<file path="src/rtl/riscv_pkg.sv">
// Shared core types for the writeback path: register-file geometry and the
// buffered writeback entry.
package riscv_pkg;
  localparam int XLEN       = 64;
  localparam int REG_ADDR_W = 5;
  localparam int NUM_REGS   = 32;

  typedef struct packed {
    logic [REG_ADDR_W-1:0] rd;
    logic [XLEN-1:0]       data;
    logic                  killed;  // superseded by a younger ALU write
  } wb_entry_t;
endpackage

</file>
<file path="src/rtl/wb_arbiter_if.sv">
// Writeback arbiter bus: ALU and memory result handshakes in, register-file
// write port and hazard/status outputs out.
interface wb_arbiter_if #(
  parameter int XLEN = 64
);
  import riscv_pkg::*;

  logic                  alu_valid;
  logic                  alu_ready;
  logic [REG_ADDR_W-1:0] alu_rd;
  logic [XLEN-1:0]       alu_data;
  logic                  mem_valid;
  logic                  mem_ready;
  logic [REG_ADDR_W-1:0] mem_rd;
  logic [XLEN-1:0]       mem_data;
  logic                  rd_write;
  logic [REG_ADDR_W-1:0] rd_addr;
  logic [XLEN-1:0]       rd_data;
  logic [NUM_REGS-1:0]   pend_mask;
  logic [31:0]           wb_count;

  // arbiter side
  modport slave (
    input  alu_valid, alu_rd, alu_data, mem_valid, mem_rd, mem_data,
    output alu_ready, mem_ready, rd_write, rd_addr, rd_data, pend_mask, wb_count
  );

  // producer / register-file side
  modport master (
    output alu_valid, alu_rd, alu_data, mem_valid, mem_rd, mem_data,
    input  alu_ready, mem_ready, rd_write, rd_addr, rd_data, pend_mask, wb_count
  );
endinterface

</file>
<file path="src/rtl/wb_fifo.sv">
// Circular buffer of long-latency writeback entries. Supports marking every
// live entry with a given rd as killed, and exposes a per-slot live/rd view.
module wb_fifo
  import riscv_pkg::*;
#(
  parameter int DEPTH = 2
) (
  input  logic                             clk,
  input  logic                             rst,
  input  logic                             enq,
  input  wb_entry_t                        enq_entry,
  input  logic                             deq,
  input  logic                             kill_en,
  input  logic [REG_ADDR_W-1:0]            kill_rd,
  output wb_entry_t                        head,
  output logic                             empty,
  output logic                             full,
  output logic [DEPTH-1:0]                 ent_live,
  output logic [DEPTH-1:0][REG_ADDR_W-1:0] ent_rd
);
  localparam int AW = $clog2(DEPTH);
  localparam int PW = AW + 1;

  wb_entry_t         mem [DEPTH];
  logic [PW-1:0]     wr_ptr, rd_ptr, count;
  logic [DEPTH-1:0]  slot_vld;
  wb_entry_t         enq_w;

  assign count = wr_ptr - rd_ptr;
  assign empty = (count == '0);
  assign full  = (count == PW'(DEPTH));
  assign head  = mem[rd_ptr[AW-1:0]];

  // A result enqueued alongside a matching ALU write is the older one: kill it on entry.
  always_comb begin
    enq_w        = enq_entry;
    enq_w.killed = enq_entry.killed | (kill_en && (kill_rd == enq_entry.rd));
  end

  // Per-slot occupancy: slot is live when its distance from head is below count.
  for (genvar i = 0; i < DEPTH; i++) begin : g_slot
    logic [AW-1:0] offs;
    assign offs        = AW'(i) - rd_ptr[AW-1:0];
    assign slot_vld[i] = ({1'b0, offs} < count);
    assign ent_live[i] = slot_vld[i] & ~mem[i].killed;
    assign ent_rd[i]   = mem[i].rd;
  end

  // Pointer update; reset flushes everything in flight.
  always_ff @(posedge clk) begin
    if (!rst) begin
      wr_ptr <= '0;
      rd_ptr <= '0;
    end else begin
      if (enq) wr_ptr <= wr_ptr + 1'b1;
      if (deq) rd_ptr <= rd_ptr + 1'b1;
    end
  end

  // Entry storage: write on enqueue, otherwise apply WAW kill to matching live slots.
  always_ff @(posedge clk) begin
    for (int i = 0; i < DEPTH; i++) begin
      if (enq && (AW'(i) == wr_ptr[AW-1:0]))
        mem[i] <= enq_w;
      else if (kill_en && slot_vld[i] && (mem[i].rd == kill_rd))
        mem[i].killed <= 1'b1;
    end
  end
endmodule

</file>
<file path="src/rtl/wb_arbiter.sv">
// Writeback arbiter: merges single-cycle ALU results with buffered
// long-latency results onto the register-file write port, preserving
// write-after-write order and exporting a pending-destination mask.
module wb_arbiter #(
  parameter int XLEN  = 64,
  parameter int DEPTH = 2
) (
  input logic         clk,
  input logic         rst,
  wb_arbiter_if.slave bus
);
  import riscv_pkg::*;

  wb_entry_t                        head, enq_w;
  logic                             empty, full;
  logic [DEPTH-1:0]                 ent_live;
  logic [DEPTH-1:0][REG_ADDR_W-1:0] ent_rd;

  logic                  head_live, issue_head, issue_alu, pop, enq, kill_en;
  logic                  nxt_write;
  logic [REG_ADDR_W-1:0] nxt_addr;
  logic [XLEN-1:0]       nxt_data;
  logic                  rd_write_q;
  logic [REG_ADDR_W-1:0] rd_addr_q;
  logic [XLEN-1:0]       rd_data_q;
  logic [31:0]           wb_count_q;
  logic [NUM_REGS-1:0]   pm;

  wb_fifo #(.DEPTH(DEPTH)) u_fifo (
    .clk       (clk),
    .rst       (rst),
    .enq       (enq),
    .enq_entry (enq_w),
    .deq       (pop),
    .kill_en   (kill_en),
    .kill_rd   (bus.alu_rd),
    .head      (head),
    .empty     (empty),
    .full      (full),
    .ent_live  (ent_live),
    .ent_rd    (ent_rd)
  );

  // Arbitration: full buffer drains first, then ALU, then buffer; killed heads drop silently.
  always_comb begin
    head_live     = !empty && !head.killed;
    bus.mem_ready = rst && !full;
    bus.alu_ready = rst && !(full && head_live);
    issue_head    = 1'b0;
    issue_alu     = 1'b0;
    if (rst) begin
      if (full && head_live)  issue_head = 1'b1;
      else if (bus.alu_valid) issue_alu  = 1'b1;
      else if (head_live)     issue_head = 1'b1;
    end
    pop     = rst && !empty && (head.killed || issue_head);
    enq     = bus.mem_valid && bus.mem_ready;
    kill_en = issue_alu && (bus.alu_rd != '0);
    enq_w   = '{rd: bus.mem_rd, data: bus.mem_data, killed: 1'b0};

    nxt_write = 1'b0;
    nxt_addr  = '0;
    nxt_data  = '0;
    if (issue_alu) begin
      nxt_write = (bus.alu_rd != '0);
      nxt_addr  = bus.alu_rd;
      nxt_data  = bus.alu_data;
    end else if (issue_head) begin
      nxt_write = (head.rd != '0);
      nxt_addr  = head.rd;
      nxt_data  = head.data;
    end
  end

  // Registered write port and write-pulse counter; counter moves with rd_write.
  always_ff @(posedge clk) begin
    if (!rst) begin
      rd_write_q <= 1'b0;
      rd_addr_q  <= '0;
      rd_data_q  <= '0;
      wb_count_q <= '0;
    end else begin
      rd_write_q <= nxt_write;
      rd_addr_q  <= nxt_addr;
      rd_data_q  <= nxt_data;
      wb_count_q <= wb_count_q + {31'd0, nxt_write};
    end
  end

  // Pending destinations from live, unkilled entries; x0 never pends.
  always_comb begin
    pm = '0;
    for (int i = 0; i < DEPTH; i++)
      if (ent_live[i]) pm[ent_rd[i]] = 1'b1;
    pm[0] = 1'b0;
  end

  assign bus.rd_write  = rd_write_q;
  assign bus.rd_addr   = rd_addr_q;
  assign bus.rd_data   = rd_data_q;
  assign bus.wb_count  = wb_count_q;
  assign bus.pend_mask = pm;
endmodule
</file>
<file path="src/flat_wrapper.sv">
// flat-port wrapper written by rule: the top's interface ports become plain ports
module wb_arbiter_flat import riscv_pkg::*;
#(
  parameter int XLEN  = 64,
  parameter int DEPTH = 2
)
  (clk, rst, bus_alu_valid, bus_alu_rd, bus_alu_data, bus_mem_valid, bus_mem_rd, bus_mem_data, bus_alu_ready, bus_mem_ready, bus_rd_write, bus_rd_addr, bus_rd_data, bus_pend_mask, bus_wb_count);
  wb_arbiter_if #(.XLEN(XLEN)) bus_i ();
  input logic clk;
  input logic rst;
  input wire logic [$bits(bus_i.alu_valid)-1:0] bus_alu_valid;
  input wire logic [$bits(bus_i.alu_rd)-1:0] bus_alu_rd;
  input wire logic [$bits(bus_i.alu_data)-1:0] bus_alu_data;
  input wire logic [$bits(bus_i.mem_valid)-1:0] bus_mem_valid;
  input wire logic [$bits(bus_i.mem_rd)-1:0] bus_mem_rd;
  input wire logic [$bits(bus_i.mem_data)-1:0] bus_mem_data;
  output wire logic [$bits(bus_i.alu_ready)-1:0] bus_alu_ready;
  output wire logic [$bits(bus_i.mem_ready)-1:0] bus_mem_ready;
  output wire logic [$bits(bus_i.rd_write)-1:0] bus_rd_write;
  output wire logic [$bits(bus_i.rd_addr)-1:0] bus_rd_addr;
  output wire logic [$bits(bus_i.rd_data)-1:0] bus_rd_data;
  output wire logic [$bits(bus_i.pend_mask)-1:0] bus_pend_mask;
  output wire logic [$bits(bus_i.wb_count)-1:0] bus_wb_count;
  assign bus_i.alu_valid = bus_alu_valid;
  assign bus_i.alu_rd = bus_alu_rd;
  assign bus_i.alu_data = bus_alu_data;
  assign bus_i.mem_valid = bus_mem_valid;
  assign bus_i.mem_rd = bus_mem_rd;
  assign bus_i.mem_data = bus_mem_data;
  assign bus_alu_ready = bus_i.alu_ready;
  assign bus_mem_ready = bus_i.mem_ready;
  assign bus_rd_write = bus_i.rd_write;
  assign bus_rd_addr = bus_i.rd_addr;
  assign bus_rd_data = bus_i.rd_data;
  assign bus_pend_mask = bus_i.pend_mask;
  assign bus_wb_count = bus_i.wb_count;
  wb_arbiter #(.XLEN(XLEN), .DEPTH(DEPTH)) u_core (.clk(clk), .rst(rst), .bus(bus_i));
endmodule
</file>
<file path="config.mk">
export PLATFORM = sky130hd
export DESIGN_NAME = wb_arbiter_flat
export DESIGN_NICKNAME = d
export VERILOG_FILES = /design/src/rtl/riscv_pkg.sv /design/src/rtl/wb_arbiter_if.sv /design/src/rtl/wb_fifo.sv /design/src/rtl/wb_arbiter.sv /design/src/flat_wrapper.sv
export SDC_FILE = /design/constraint.sdc
export NUM_CORES = 1
export LEC_CHECK = 0
export BUFFER_PORTS_ARGS = -buffer_cell sky130_fd_sc_hd__buf_2
export CAP_MARGIN = 10
export CORE_UTILIZATION = 45
export CTS_CLUSTER_SIZE = 28
export DETAILED_ROUTE_END_ITERATION = 10
export PLACE_DENSITY = 0.71
export SETUP_SLACK_MARGIN = 0.2
export SLEW_MARGIN = 20
export SYNTH_ARGS = -nofsm -noshare
export SYNTH_HDL_FRONTEND = slang
export SYNTH_HIERARCHICAL = 1
export SYNTH_SLANG_ARGS = --single-unit
</file>
<file path="constraint.sdc">
create_clock -name clk -period 6.9 [get_ports clk]
set_clock_uncertainty 0.1 [all_clocks]
set_input_delay 0.345 -clock clk [delete_from_list [all_inputs] [get_ports clk]]
set_output_delay 0.345 -clock clk [all_outputs]
set_load 0.005 [all_outputs]
</file>
==> impl_metrics.env <==
export IMPL_final_common_cell="buf_2"
export IMPL_syn_instance_count=683
export IMPL_cp_max_fo=70
export IMPL_dieArea_um2=22000
export IMPL_post_route_cells_drive_above_1_share_pct=37.1
export IMPL_finalNetCount=1226
export IMPL_synth_warnings=6
export IMPL_htreeDepth=1
export IMPL_maxSlewHeadroom_pct=29.2
export IMPL_initial_core_util_pct=45.9
export IMPL_die_width_um=148
export IMPL_fill_cells=1542
export IMPL_clockRootBuffer="clkbuf_16"
export IMPL_setup_viol=0
export IMPL_synth_ff_type="edfxtp_1"
export IMPL_grtUsageTotal_pct=21.4
export IMPL_cts_sinks=247
export IMPL_cts_tree="done"
export IMPL_ys_ff_latch=247
export IMPL_postRouteAntennaNets=0
export IMPL_synth_xor_area_share_pct=2.91
export IMPL_dieHeight_um=148
export IMPL_end_kind="flop"
export IMPL_synth_cell_types=46
export IMPL_drt_first_iter_violations=355
export IMPL_vias=7322
export IMPL_postSynthAreaPerCell_um2=14.1
export IMPL_cp_arrival_ns=4.53
export IMPL_drv_cap=0
export IMPL_utilization_pct=63.7
export IMPL_syn_cell_area_um2=9640
export IMPL_placement_io_buffers=276
export IMPL_hp_class="in -> reg"
export IMPL_vdd_drop_max_mv=0.230
export IMPL_antenna_found_initial=2
export IMPL_rsz0062_at_grt="no"
export IMPL_fmax_ghz=0.239
export IMPL_numCtsBuffers=25
export IMPL_tns_ns=0
export IMPL_synth_seq_area_share_pct=65.7
export IMPL_dpl_hpwl_um=14500
export IMPL_first_pass_iters=5
export IMPL_worst_ep_required_time_ns=7.25
export IMPL_power_density_nw_per_um2=287
export IMPL_core_um2=21000
export IMPL_grt_pass1_wl_um=36800
export IMPL_grt_overflow=0
export IMPL_viasPerCell=5.33
export IMPL_ys_async_sr_fraction_pct=0
export IMPL_ios=278
export IMPL_synth_compound_area_share_pct=11.2
export IMPL_fin_cells=1375
export IMPL_synth_mux_area_fraction_pct=8.18
export IMPL_timing_final_crit_share_pct=60.6
export IMPL_clk_pin_slew_ns=0.06
export IMPL_first_global_vias=7207
export IMPL_worst_pin_slew_ns=1.06
export IMPL_syn2layout_area_growth_pct=38.8
export IMPL_dp_cells=1194
export IMPL_finalHoldViolCount=0
export IMPL_synth_top_family_by_area="compound AO/OA/AOI/OAI gates"
export IMPL_synth_edff_count=139
export IMPL_holdWs_ns=0.0789
export IMPL_drv_slew=0
export IMPL_period_minus_slack_ns=4.18
export IMPL_synth_simple_gate_area_share_pct=8.66
export IMPL_clkLatencyLatePin_ns=0.52
export IMPL_core_rowCount=53
export IMPL_grt_max_degree=73
export IMPL_clockBufferDepth=3
export IMPL_gp_congestion=0.813
export IMPL_final_cell_mix="buf_2, edfxtp_1, dlygate4sd3_1, dfxtp_1, mux2_2"
export IMPL_crit_type="reg -> reg"
export IMPL_p_leak_nw=5.41
export IMPL_wire_per_inst_um=17.6
export IMPL_drc=0
export IMPL_synthAdderAreaFrac_pct=0.649
export IMPL_drt_total_wl_um=24300
export IMPL_start_kind="flop"
export IMPL_status="completed"
==> layer usage <==
layer	share of wire [%]	GRT usage [%]	up-vias
met5	0	0	-
met4	4.0	10.5	0
met3	6.9	4.36	64
met2	49	37.4	317
met1	40	25.0	3530
li1	-	-	3411
==> layout make-up <==
| type | count | area [um^2] | share of cell area (%) |
|---|---|---|---|
| sequential | 247 | 6340 | 47.4 |
| multi-input combinational | 384 | 3070 | 22.9 |
| timing repair buffer | 412 | 2740 | 20.4 |
| clock buffer | 26 | 629 | 4.70 |
| tap | 275 | 344 | 2.57 |
| clock inverter | 20 | 230 | 1.72 |
| inverter | 9 | 33.8 | 0.252 |
| antenna | 2 | 5.00 | 0.0374 |
==> kinds of logic after synthesis <==
group                      Yosys count
buffers and inverters               53
muxes                               70
xor gates and xnor gates            32
and+or+nand+nor                    133
other                                1
AOI/OAI and AO/OA                  142
adders and majority gates            5
DFF                                247
==> where the power goes <==
group	switching [mW]	leakage [nW]	total [mW]	internal [mW]
logic	0.282	2.84	0.631	0.349
registers	0.114	2.16	1.81	1.70
clock network	0.573	0.412	1.40	0.822
total	0.969	5.41	3.84	2.87
==> flip-flops by register name (all words and copies together) (netlist names), named ones only <==
| register | cells |
|---|---|
| u_core/bus.wb_count | 32 |
| u_core/u_fifo/mem | 140 |
| u_core/bus.rd_data | 64 |
| u_core/u_fifo/rd_ptr | 2 |
| u_core/bus.rd_addr | 5 |
| u_core/bus.rd_write | 1 |
| u_core/u_fifo/wr_ptr | 2 |
==> worst max-delay path: stages (launching register included) <==
cell      delay (ns)
dfxtp_4         0.95
mux2_2          0.37
o311a_2         0.19
o21a_1          0.21
nand2b_1        0.16
ha_1            0.22
ha_1            0.26
nand4_4         0.16
or4_4           0.67
or4_1           0.54
a21boi_1        0.15
==> Yosys cell counts (2+ instances only) <==
cell type	instances	area share, %
edfxtp_1	139	43
dfxtp_1	108	22
mux2_2	70	8.2
a22o_1	69	6.3
o22ai_1	31	2.0
clkbuf_1	25	0.97
and2_1	22	1.4
xor2_1	21	1.9
nand3_1	16	0.83
o21ai_0	14	0.73
a21boi_1	13	1.0
or3_1	12	0.78
buf_4	11	0.86
nand2_1	11	0.43
nand3b_1	11	0.86
xnor2_1	11	1.0
inv_1	9	0.35
nand4_1	9	0.58
nor2_1	9	0.35
or4_1	8	0.62
buf_2	7	0.36
nor4_1	6	0.39
or3b_2	6	0.55
ha_1	5	0.65
nor2b_1	5	0.32
nor3_1	5	0.26
o31ai_1	5	0.39
a21boi_0	3	0.23
nand2b_1	3	0.19
and4_1	2	0.18
o21a_1	2	0.16
==> repair_timing <==
action	CTS	global route
setup buffers	0	0
resized for setup	0	0
hold endpoints to repair	202	0
hold buffers	133	0
==> worst paths after layout <==
path	from	end	slack [ns]	depth (start not counted)
hold reg to reg	u_core/bus.wb_count[31]	u_core/bus.wb_count[31]	0.38	2
hold / removal	bus_alu_rd[1]	u_core/bus.rd_addr[1]	0.08	2
setup reg to reg	flop	u_core/bus.wb_count[26]	2.72	10
setup / recovery	flop	u_core/bus.wb_count[26]	2.72	10
==> stage by stage <==
step	power, mW	worst slack, ns	instance area [um^2]
finish	3.84	2.72	13400
global route	3.99	2.50	13400
CTS	3.86	2.73	13400
global placement	2.39	2.80	11200
detailed placement	2.40	2.75	11200
floorplan	2.19	1.55	9640
No activity file was read; power rests on OpenSTA's default activity.
